<file path="config.mk">
export PLATFORM = sky130hd
export DESIGN_NAME = alu_pipe_responder_flat
export DESIGN_NICKNAME = d
export VERILOG_FILES = /design/src/rtl/alu_pipe_responder_if.sv /design/src/rtl/alu_pipe_responder.sv /design/src/flat_wrapper.sv
export SDC_FILE = /design/constraint.sdc
export NUM_CORES = 1
export LEC_CHECK = 0
export ABC_AREA = 1
export CAP_MARGIN = 10
export CELL_PAD_IN_SITES_DETAIL_PLACEMENT = 1
export CELL_PAD_IN_SITES_GLOBAL_PLACEMENT = 1
export CORE_ASPECT_RATIO = 0.8
export CORE_MARGIN = 2
export CORE_UTILIZATION = 44
export CTS_BUF_LIST = sky130_fd_sc_hd__clkbuf_8 sky130_fd_sc_hd__clkbuf_16
export CTS_CLUSTER_DIAMETER = 80
export CTS_CLUSTER_SIZE = 14
export DETAILED_ROUTE_END_ITERATION = 10
export DONT_BUFFER_PORTS = 1
export PLACE_DENSITY_LB_ADDON = 0.1
export SETUP_SLACK_MARGIN = 0.1
export SLEW_MARGIN = 20
export SYNTH_ARGS = -nofsm -noshare
export SYNTH_HDL_FRONTEND = slang
export SYNTH_SLANG_ARGS = --single-unit
</file>
<file path="constraint.sdc">
create_clock -name clock -period 7.5 [get_ports clock]
set_input_delay 0.75 -clock clock [delete_from_list [all_inputs] [get_ports clock]]
set_output_delay 0.75 -clock clock [all_outputs]
set_load 0.02 [all_outputs]
</file>
<file path="src/rtl/alu_pipe_responder_if.sv">
// Handshake bundle between the ALU requester and the pipelined ALU responder.
interface alu_pipe_responder_if #(
  parameter int unsigned WIDTH = 8,
  parameter int unsigned SEL_W = 4,
  parameter int unsigned CNT_W = 16
) ();

  logic             in_valid;
  logic             in_ready;
  logic [WIDTH-1:0] a;
  logic [WIDTH-1:0] b;
  logic [SEL_W-1:0] selection;
  logic             out_valid;
  logic             out_ready;
  logic [WIDTH-1:0] result;
  logic             carry_out;
  logic [CNT_W-1:0] op_count;
  logic             dz_err;

  // Requester side: drives operands and consumes results.
  modport master (
    output in_valid, a, b, selection, out_ready,
    input  in_ready, out_valid, result, carry_out, op_count, dz_err
  );

  // Responder side: computes and returns results.
  modport slave (
    input  in_valid, a, b, selection, out_ready,
    output in_ready, out_valid, result, carry_out, op_count, dz_err
  );

endinterface

</file>
<file path="src/rtl/alu_pipe_responder.sv">
// Two-stage ALU responder: operand capture, compute-and-push into a result
// FIFO, and a registered FIFO head returned through a valid/ready handshake.
module alu_pipe_responder #(
  parameter int unsigned WIDTH      = 8,
  parameter int unsigned SEL_W      = 4,
  parameter int unsigned FIFO_DEPTH = 4,
  parameter int unsigned CNT_W      = 16
) (
  input  logic                  clock,
  input  logic                  reset,
  alu_pipe_responder_if.slave   bus
);

  localparam int unsigned PTR_W  = $clog2(FIFO_DEPTH);
  localparam int unsigned FCNT_W = $clog2(FIFO_DEPTH + 1);
  localparam int unsigned CRED_W = FCNT_W + 1;
  localparam int unsigned PROD_W = 2 * WIDTH;

  localparam logic [SEL_W-1:0] OP_ADD  = SEL_W'(0);
  localparam logic [SEL_W-1:0] OP_SUB  = SEL_W'(1);
  localparam logic [SEL_W-1:0] OP_MUL  = SEL_W'(2);
  localparam logic [SEL_W-1:0] OP_DIV  = SEL_W'(3);
  localparam logic [SEL_W-1:0] OP_SHL  = SEL_W'(4);
  localparam logic [SEL_W-1:0] OP_SHR  = SEL_W'(5);
  localparam logic [SEL_W-1:0] OP_ROTL = SEL_W'(6);
  localparam logic [SEL_W-1:0] OP_ROTR = SEL_W'(7);
  localparam logic [SEL_W-1:0] OP_AND  = SEL_W'(8);
  localparam logic [SEL_W-1:0] OP_OR   = SEL_W'(9);
  localparam logic [SEL_W-1:0] OP_XOR  = SEL_W'(10);
  localparam logic [SEL_W-1:0] OP_NOR  = SEL_W'(11);
  localparam logic [SEL_W-1:0] OP_NAND = SEL_W'(12);
  localparam logic [SEL_W-1:0] OP_XNOR = SEL_W'(13);
  localparam logic [SEL_W-1:0] OP_GT   = SEL_W'(14);
  localparam logic [SEL_W-1:0] OP_EQ   = SEL_W'(15);

  typedef struct packed {
    logic             carry;
    logic [WIDTH-1:0] value;
  } res_t;

  // Stage 1: captured operands
  logic             s1_valid_q, s1_valid_d;
  logic [WIDTH-1:0] s1_a_q, s1_a_d;
  logic [WIDTH-1:0] s1_b_q, s1_b_d;
  logic [SEL_W-1:0] s1_sel_q, s1_sel_d;

  // Stage 2: combinational ALU result
  logic [WIDTH:0]   sum_c;
  logic [WIDTH:0]   diff_c;
  logic [PROD_W-1:0] prod_c;
  res_t             alu_res_c;
  logic             alu_dz_c;

  // Result FIFO
  res_t             mem_q [FIFO_DEPTH];
  logic [PTR_W-1:0] wr_ptr_q, wr_ptr_d;
  logic [PTR_W-1:0] rd_ptr_q, rd_ptr_d;
  logic [FCNT_W-1:0] fcnt_q, fcnt_d;

  // Registered outputs
  res_t             head_q, head_d;
  logic             out_valid_q, out_valid_d;
  logic             in_ready_q, in_ready_d;
  logic [CNT_W-1:0] op_count_q, op_count_d;
  logic             dz_err_q, dz_err_d;

  logic             accept_c;
  logic             push_c;
  logic             pop_c;

  // Handshake qualifiers: stage 1 always drains into the FIFO on the next edge.
  always_comb begin
    accept_c = bus.in_valid && in_ready_q;
    push_c   = s1_valid_q;
    pop_c    = out_valid_q && bus.out_ready;
  end

  // ALU evaluation of the stage-1 operands; add/sub use one extra bit for carry/borrow.
  always_comb begin
    sum_c     = {1'b0, s1_a_q} + {1'b0, s1_b_q};
    diff_c    = {1'b0, s1_a_q} - {1'b0, s1_b_q};
    prod_c    = PROD_W'(s1_a_q) * PROD_W'(s1_b_q);
    alu_res_c = '0;
    alu_dz_c  = 1'b0;
    case (s1_sel_q)
      OP_ADD: begin
        alu_res_c.value = sum_c[WIDTH-1:0];
        alu_res_c.carry = sum_c[WIDTH];
      end
      OP_SUB: begin
        alu_res_c.value = diff_c[WIDTH-1:0];
        alu_res_c.carry = diff_c[WIDTH];
      end
      OP_MUL: begin
        alu_res_c.value = prod_c[WIDTH-1:0];
        alu_res_c.carry = |prod_c[PROD_W-1:WIDTH];
      end
      OP_DIV: begin
        if (s1_b_q == '0) begin
          alu_res_c.value = '1;
          alu_res_c.carry = 1'b1;
          alu_dz_c        = 1'b1;
        end else begin
          alu_res_c.value = s1_a_q / s1_b_q;
        end
      end
      OP_SHL: begin
        alu_res_c.value = {s1_a_q[WIDTH-2:0], 1'b0};
        alu_res_c.carry = s1_a_q[WIDTH-1];
      end
      OP_SHR: begin
        alu_res_c.value = {1'b0, s1_a_q[WIDTH-1:1]};
        alu_res_c.carry = s1_a_q[0];
      end
      OP_ROTL: alu_res_c.value = {s1_a_q[WIDTH-2:0], s1_a_q[WIDTH-1]};
      OP_ROTR: alu_res_c.value = {s1_a_q[0], s1_a_q[WIDTH-1:1]};
      OP_AND:  alu_res_c.value = s1_a_q & s1_b_q;
      OP_OR:   alu_res_c.value = s1_a_q | s1_b_q;
      OP_XOR:  alu_res_c.value = s1_a_q ^ s1_b_q;
      OP_NOR:  alu_res_c.value = ~(s1_a_q | s1_b_q);
      OP_NAND: alu_res_c.value = ~(s1_a_q & s1_b_q);
      OP_XNOR: alu_res_c.value = ~(s1_a_q ^ s1_b_q);
      OP_GT:   alu_res_c.value = WIDTH'(s1_a_q > s1_b_q);
      OP_EQ:   alu_res_c.value = WIDTH'(s1_a_q == s1_b_q);
      default: alu_res_c = '0;
    endcase
  end

  // Next-state for stage 1, FIFO bookkeeping and the registered outputs.
  always_comb begin
    s1_valid_d = accept_c;
    s1_a_d     = s1_a_q;
    s1_b_d     = s1_b_q;
    s1_sel_d   = s1_sel_q;
    if (accept_c) begin
      s1_a_d   = bus.a;
      s1_b_d   = bus.b;
      s1_sel_d = bus.selection;
    end

    wr_ptr_d = push_c ? wr_ptr_q + PTR_W'(1) : wr_ptr_q;
    rd_ptr_d = pop_c  ? rd_ptr_q + PTR_W'(1) : rd_ptr_q;
    fcnt_d   = fcnt_q + FCNT_W'(push_c) - FCNT_W'(pop_c);

    // Head tracks the oldest entry; a push into an empty (or draining-to-empty)
    // FIFO bypasses the memory. An empty FIFO keeps the last popped value.
    head_d = head_q;
    if (fcnt_d != '0) begin
      if ((fcnt_q == '0) || (pop_c && (fcnt_q == FCNT_W'(1)))) begin
        head_d = alu_res_c;
      end else begin
        head_d = mem_q[rd_ptr_d];
      end
    end

    out_valid_d = (fcnt_d != '0);
    // Credit: every result in flight or buffered holds a FIFO slot.
    in_ready_d  = (CRED_W'(fcnt_d) + CRED_W'(s1_valid_d)) < CRED_W'(FIFO_DEPTH);
    op_count_d  = op_count_q + CNT_W'(pop_c);
    dz_err_d    = dz_err_q | (push_c & alu_dz_c);
  end

  // State registers; reset discards everything in flight.
  always_ff @(posedge clock or posedge reset) begin
    if (reset) begin
      s1_valid_q  <= 1'b0;
      s1_a_q      <= '0;
      s1_b_q      <= '0;
      s1_sel_q    <= '0;
      wr_ptr_q    <= '0;
      rd_ptr_q    <= '0;
      fcnt_q      <= '0;
      head_q      <= '0;
      out_valid_q <= 1'b0;
      in_ready_q  <= 1'b1;
      op_count_q  <= '0;
      dz_err_q    <= 1'b0;
    end else begin
      s1_valid_q  <= s1_valid_d;
      s1_a_q      <= s1_a_d;
      s1_b_q      <= s1_b_d;
      s1_sel_q    <= s1_sel_d;
      wr_ptr_q    <= wr_ptr_d;
      rd_ptr_q    <= rd_ptr_d;
      fcnt_q      <= fcnt_d;
      head_q      <= head_d;
      out_valid_q <= out_valid_d;
      in_ready_q  <= in_ready_d;
      op_count_q  <= op_count_d;
      dz_err_q    <= dz_err_d;
    end
  end

  // FIFO storage; contents are only meaningful behind the count, so no reset.
  always_ff @(posedge clock) begin
    if (push_c) begin
      mem_q[wr_ptr_q] <= alu_res_c;
    end
  end

  assign bus.in_ready  = in_ready_q;
  assign bus.out_valid = out_valid_q;
  assign bus.result    = head_q.value;
  assign bus.carry_out = head_q.carry;
  assign bus.op_count  = op_count_q;
  assign bus.dz_err    = dz_err_q;

  // The credit rule must keep the FIFO from overfilling.
  a_no_overflow: assert property (@(posedge clock) disable iff (reset)
    fcnt_q <= FCNT_W'(FIFO_DEPTH));

  // A stalled head must not change under the consumer.
  a_head_stable: assert property (@(posedge clock) disable iff (reset)
    (out_valid_q && !bus.out_ready) |=> (head_q == $past(head_q)));

endmodule

</file>
<file path="src/flat_wrapper.sv">
// flat-port wrapper written by rule: the top's interface ports become plain ports
module alu_pipe_responder_flat 
#(
  parameter int unsigned WIDTH      = 8,
  parameter int unsigned SEL_W      = 4,
  parameter int unsigned FIFO_DEPTH = 4,
  parameter int unsigned CNT_W      = 16
)
  (clock, reset, bus_in_valid, bus_a, bus_b, bus_selection, bus_out_ready, bus_in_ready, bus_out_valid, bus_result, bus_carry_out, bus_op_count, bus_dz_err);
  alu_pipe_responder_if #(.WIDTH(WIDTH), .SEL_W(SEL_W), .CNT_W(CNT_W)) bus_i ();
  input  logic clock;
  input  logic reset;
  input wire logic [$bits(bus_i.in_valid)-1:0] bus_in_valid;
  input wire logic [$bits(bus_i.a)-1:0] bus_a;
  input wire logic [$bits(bus_i.b)-1:0] bus_b;
  input wire logic [$bits(bus_i.selection)-1:0] bus_selection;
  input wire logic [$bits(bus_i.out_ready)-1:0] bus_out_ready;
  output wire logic [$bits(bus_i.in_ready)-1:0] bus_in_ready;
  output wire logic [$bits(bus_i.out_valid)-1:0] bus_out_valid;
  output wire logic [$bits(bus_i.result)-1:0] bus_result;
  output wire logic [$bits(bus_i.carry_out)-1:0] bus_carry_out;
  output wire logic [$bits(bus_i.op_count)-1:0] bus_op_count;
  output wire logic [$bits(bus_i.dz_err)-1:0] bus_dz_err;
  assign bus_i.in_valid = bus_in_valid;
  assign bus_i.a = bus_a;
  assign bus_i.b = bus_b;
  assign bus_i.selection = bus_selection;
  assign bus_i.out_ready = bus_out_ready;
  assign bus_in_ready = bus_i.in_ready;
  assign bus_out_valid = bus_i.out_valid;
  assign bus_result = bus_i.result;
  assign bus_carry_out = bus_i.carry_out;
  assign bus_op_count = bus_i.op_count;
  assign bus_dz_err = bus_i.dz_err;
  alu_pipe_responder #(.WIDTH(WIDTH), .SEL_W(SEL_W), .FIFO_DEPTH(FIFO_DEPTH), .CNT_W(CNT_W)) u_core (.clock(clock), .reset(reset), .bus(bus_i));
endmodule
</file>
# Yosys cells after proc, flatten, opt, wreduce, memory -nomap -nowiden
# Memories as Yosys holds them, arrays and structs flattened.
# Index checks and enable logic that the tools add are counted.
[totals]
ff_bits = 56
mem_bits_rw = 36
out_inout_bits = 28
wordCells = 69
mem_count = 1
[memory_table]
columns = ["name", "depth", "word_bits", "read_ports", "rd_ports_with_merged_regs", "wr", "line_no", "text"]
rows = [
  ["u_core.mem_q", 4, 9, 1, 0, 1, "alu_pipe_responder.sv:55", "res_t mem_q [FIFO_DEPTH];"],
]
[classes]
add_sub_neg = 8
n_mul = 1
n_div = 1
n_lt_le_gt_ge = 2
n_eq_ne = 17
mux = 9
n_bitwise = 8
reduce_logical = 9
[op_table]
columns = ["op", "n"]
rows = [
  ["8-bit one-hot mux with 16 select lines", 1],
  ["4-bit == test, second input constant", 8],
  ["8-bit inverter", 3],
  ["16-bit by 1-bit adder with 16-bit output", 1],
  ["4-bit by 3-bit == test with 1-bit output, second input constant", 4],
  ["8-bit by 8-bit multiplier with 16-bit output", 1],
  ["8-bit by 8-bit adder with 9-bit output", 1],
  ["9-bit 2-to-1 mux", 1],
  ["8-bit by 8-bit subtractor with 9-bit output", 1],
  ["8-bit AND", 1],
  ["8-bit by 8-bit divider with 8-bit output", 1],
  ["4-bit by 2-bit == test with 1-bit output, second input constant", 2],
  ["8-bit == test", 1],
  ["8-bit > comparator", 1],
  ["8-bit logical NOT", 1],
  ["8-bit 2-to-1 mux", 1],
  ["8-bit OR", 1],
  ["8-bit OR reduction", 1],
  ["8-bit bitwise XOR", 1],
  ["1-bit one-hot mux with 6 select lines", 1],
  ["2-bit by 1-bit adder with 2-bit output, second input constant", 2],
  ["3-bit by 1-bit adder with 4-bit output", 1],
  ["4-bit by 1-bit == test with 1-bit output, second input constant", 1],
  ["4-bit logical NOT", 1],
  ["other kinds (12)", 17],
]

# Longest topological paths before layout
[depth]
word_depth = 5
depth_mapped = 70

# Worst setup path after synthesis
# OpenSTA, ideal clock, no wires.
[synth_path]
kind = "flip-flop to flip-flop"
startpoint = "register u_core.s1_b_q[0]"
endpoint = "register u_core.head_q (netlist bit u_core.bus.result[0])"
arrival_ps = 8169
t_required_ps = 7373
path_slack_ps = -796
path_stages_with_launch = 64
cell_sequence = "dfrtp_1 -> inv_1 -> ha_1 -> nor2_1 -> nor2_1 -> nand2_1 -> nand2_1 -> nand2_1 -> ha_1 -> o21ai_0 -> nand2_1 -> nand3_2 -> nand2_1 -> nand2_1 -> ha_1 -> a21oi_1 -> nand2_1 -> or2_2 -> [... 28 more ...] -> nand2_1 -> and2_1 -> ha_1 -> nand2_1 -> nor3_1 -> nand4_1 -> nand3_1 -> inv_2 -> nand3_1 -> nand2_1 -> ha_1 -> a21oi_1 -> o21a_1 -> nand4_1 -> a21oi_1 -> nand3_1 -> nor2_1 -> o21ai_0"
[synth_rtl]
columns = ["item", "line_no", "text"]
rows = [
  ["start: declaration", "alu_pipe_responder.sv:44", "logic [WIDTH-1:0] s1_b_q, s1_b_d;"],
  ["start signal: assignment", "alu_pipe_responder.sv:168", "s1_b_q <= '0;"],
  ["start signal: assignment", "alu_pipe_responder.sv:181", "s1_b_q <= s1_b_d;"],
  ["end signal: assignment", "alu_pipe_responder.sv:173", "head_q <= '0;"],
  ["end signal: assignment", "alu_pipe_responder.sv:186", "head_q <= head_d;"],
  ["end: declaration", "alu_pipe_responder.sv:61", "res_t head_q, head_d;"],
]

==> results.json <==
{
  "final_common_cell": "nand2_1",
  "syn2layout_area_growth_pct": 24.70,
  "dr_total_vias": 9474,
  "final_cells": 1690,
  "wl_mm": 35.67,
  "holdWs_ns": 0.4881,
  "worstPathRequired_ns": 7.73,
  "dp_cells": 1635,
  "drtIter0Drc": 689,
  "drt-pass1-iter-count": 8,
  "synth_edf_count": 36,
  "pre_cts_slack_ns": -1.228,
  "tightest_slew_ns": 0.7636,
  "synth_warnings": 0,
  "synth_ff_type": "dfrtp_1",
  "post-dp-hpwl_mm": 24.72,
  "grt_max_degree": 57,
  "async_flop_share_pct": 60.87,
  "syn_inst": 1294,
  "period_share_pct": 121.5,
  "fmax_mhz": 109.7,
  "grt_pass1_wl_mm": 51.32,
  "numCtsBuffers": 9,
  "grt_util_all_layers_pct": 29.20,
  "syn_avg_cell_area_um2": 7.262,
  "root_buffer": "clkbuf_16",
  "cts_num_sinks": 92,
  "maxSlewViolCount": 0,
  "core_mm2": 0.02082,
  "grt_pass1_vias": 9492,
  "hold_violations": 0,
  "cpMostUsedCell": "nand2_2",
  "ys_seq_area_share_pct": 26.43,
  "antenna_found_initial": 0,
  "antennaDiodeCount": 0,
  "synthTopCellsByArea": "dfrtp_1 15%, ha_1 14%, nand2_1 13%",
  "crit_type": "reg -> reg",
  "grt_setup_unrepaired": "true",
  "worstSetupEndpointType": "flip-flop",
  "critPathMaxFanout": 6,
  "cts_buffer_depth": 2,
  "slew_headroom_pct": 49.09,
  "num_rows": 47,
  "fin_worst_skew_ns": 0.01638,
  "drtAntennaViolNets": 0,
  "crit_slowest_cell": "dfrtp_1",
  "fp.dieH_um": 134.7,
  "start_util_pct": 45.14,
  "yosysUniqueCellTypes": 45,
  "violations": "design-rule violations, negative setup slack",
  "layout-drive-gt1-share_pct": 22.45,
  "cts_tree": "yes",
  "grt_overflow": 0,
  "hp-class": "in -> async",
  "cpPeakStageDelay_ns": 0.44,
  "htree_levels": 3,
  "synth_nets": 1464,
  "clock_latency_ns": 0.37,
  "startpoint_type": "flip-flop",
  "vias_per_cell": 5.606,
  "dieArea_mm2": 0.02255,
  "clkTransAtPathRegs_ns": 0.08,
  "layout_min_cycle_time_ns": 9.112,
  "ioPinCount": 52,
  "synth_top_area_share_pct": 14.65,
  "synth_area_mm2": 0.009397,
  "cts_hold_buf": 0,
  "fin_nets": 1586,
  "status": "finished, violations left",
  "wl_per_cell_um": 21.11,
  "fillCellCount": 2625,
  "fin_ws_ns": -1.612,
  "dieWidth_um": 167.4,
  "layout_common_cells": "288 x nand2_1, 234 x inv_1, 136 x buf_4, 90 x nor2_1, 87 x ha_1",
  "yosysTopAreaCell": "dfrtp_1",
  "place_congestion": 0.9829,
  "portBuffers": 0,
  "fin_setup_tns_ns": -12.82,
  "finalSetupViolations": 10,
  "ys_ff_latch": 92,
  "drcViolationCount": 3,
  "cp.arrival_ns": 9.34,
  "drv_cap": 0
}
## critical path, delay by kind of cell, from the launching register on
kind | cells | cell delay, ns
AND/OR/NAND/NOR | 36 | 4.31
adder cells (fa/ha/maj) | 8 | 2.18
AO/OA/AOI/OAI | 10 | 1.25
buffers and inverters | 7 | 0.77
flip-flops | 1 | 0.44
## final cells by class
cell class                      instances  area, um2  area share, %
Clock inverter                          7      88.84         0.7581
Timing Repair Buffer                  140       1066          9.098
Clock buffer                            9      225.2          1.922
Multi-Input combinational cell        917       6513          55.58
Sequential cell                        92       2485          21.21
Timing Repair inverter                  1      6.256        0.05339
Inverter                              255      997.2          8.510
Tap cell                              269      336.6          2.872
## through the flow
| step | instance area [um2] | utilization (%) |
|---|---|---|
| 3_3_place_gp | 10490 | 50.40 |
| 3_5_place_dp | 10490 | 50.40 |
| 5_1_grt | 11720 | 56.29 |
| 4_1_cts | 11200 | 53.82 |
| 6_report | 11720 | 56.29 |
| 2_1_floorplan | 9539 | - |
## sequential cells by signal, summed over array words and instances, names as in the netlist, 2 cells and up
signal / count
u_core.s1_a_q: 8
u_core.wr_ptr_q: 2
u_core.s1_b_q: 8
u_core.mem_q: 36
u_core.bus.result: 8
u_core.rd_ptr_q: 2
u_core.bus.op_count: 16
u_core.s1_sel_q: 4
u_core.fcnt_q: 3
## cell families (layout without fill, tap and decap cells)
kind of cell | count (synthesis) | in the layout | share of synthesized area [%]
adders and majority gates | 146 | 146 | 22.56
DFF | 92 | 92 | 26.43
buffers and inverters | 285 | 412 | 11.78
AOI/OAI and AO/OA | 171 | 171 | 10.07
and+or+nand+nor | 567 | 567 | 26.09
xor gates and xnor gates | 33 | 33 | 3.076
## per-layer routing
layer  global-route usage (%)  wire (um)
met5                        0          0
met4                    8.068       1056
met3                    5.422       2702
met2                    47.44      16700
met1                    40.25      15220
## cell usage after synthesis, types with 2 or more instances
master and n:
xnor2_1 8, buf_6 3, ha_1 107, nor3_4 2, and2_1 3, nand3_2 5
buf_4 2, a31oi_1 6, nand4_1 15, nand2_2 4, fa_1 39, nand3_1 84
o21ai_2 5, dfrtp_1 55, a21o_1 2, a21oi_1 35, xor2_1 25, o211ai_1 2
nand2_1 326, o21a_1 2, nor4_1 2, nor2_2 5, or2_2 8, nand3b_1 5
o21ai_0 89, a211oi_1 2, o21bai_1 4, o22ai_1 21, inv_2 7, inv_1 248
edfxtp_1 36, buf_2 6, nor3_1 11, nor2_1 92, clkbuf_1 18
## worst paths after layout
path / startpoint / endpoint / cells after the start / slack (ns)
min in group clock: bus_b[3] / u_core.s1_b_q[3]$_DFFE_PP0P_ / 2 / 0.50
worst min register to register: u_core.wr_ptr_q[0]$_DFFE_PP0P_ / u_core.wr_ptr_q[0]$_DFFE_PP0P_ / 1 / 0.55
worst min-delay path: reset / u_core.bus.op_count[12]$_DFF_PP0_ / 2 / 0.49
worst max-delay path: u_core.s1_a_q[7]$_DFFE_PP0P_ / u_core.bus.result[0]$_DFFE_PP0P_ / 61 / -1.61
worst max register to register: u_core.s1_a_q[7]$_DFFE_PP0P_ / u_core.bus.result[0]$_DFFE_PP0P_ / 61 / -1.61
max in group asynchronous: reset / u_core.s1_b_q[0]$_DFFE_PP0P_ / 2 / 6.48
## what timing repair did
item / CTS / global route
setup endpoints to repair: 10 / 15
cloned: 0 / 1
setup buffers: 22 / 16
resized for setup: 55 / 88
pin swaps: 26 / 61
endpoints found under the hold margin: 0 / 0
Power is not shown: default switching activity piles up to over one toggle a cycle in this logic, so the estimate is an artifact.
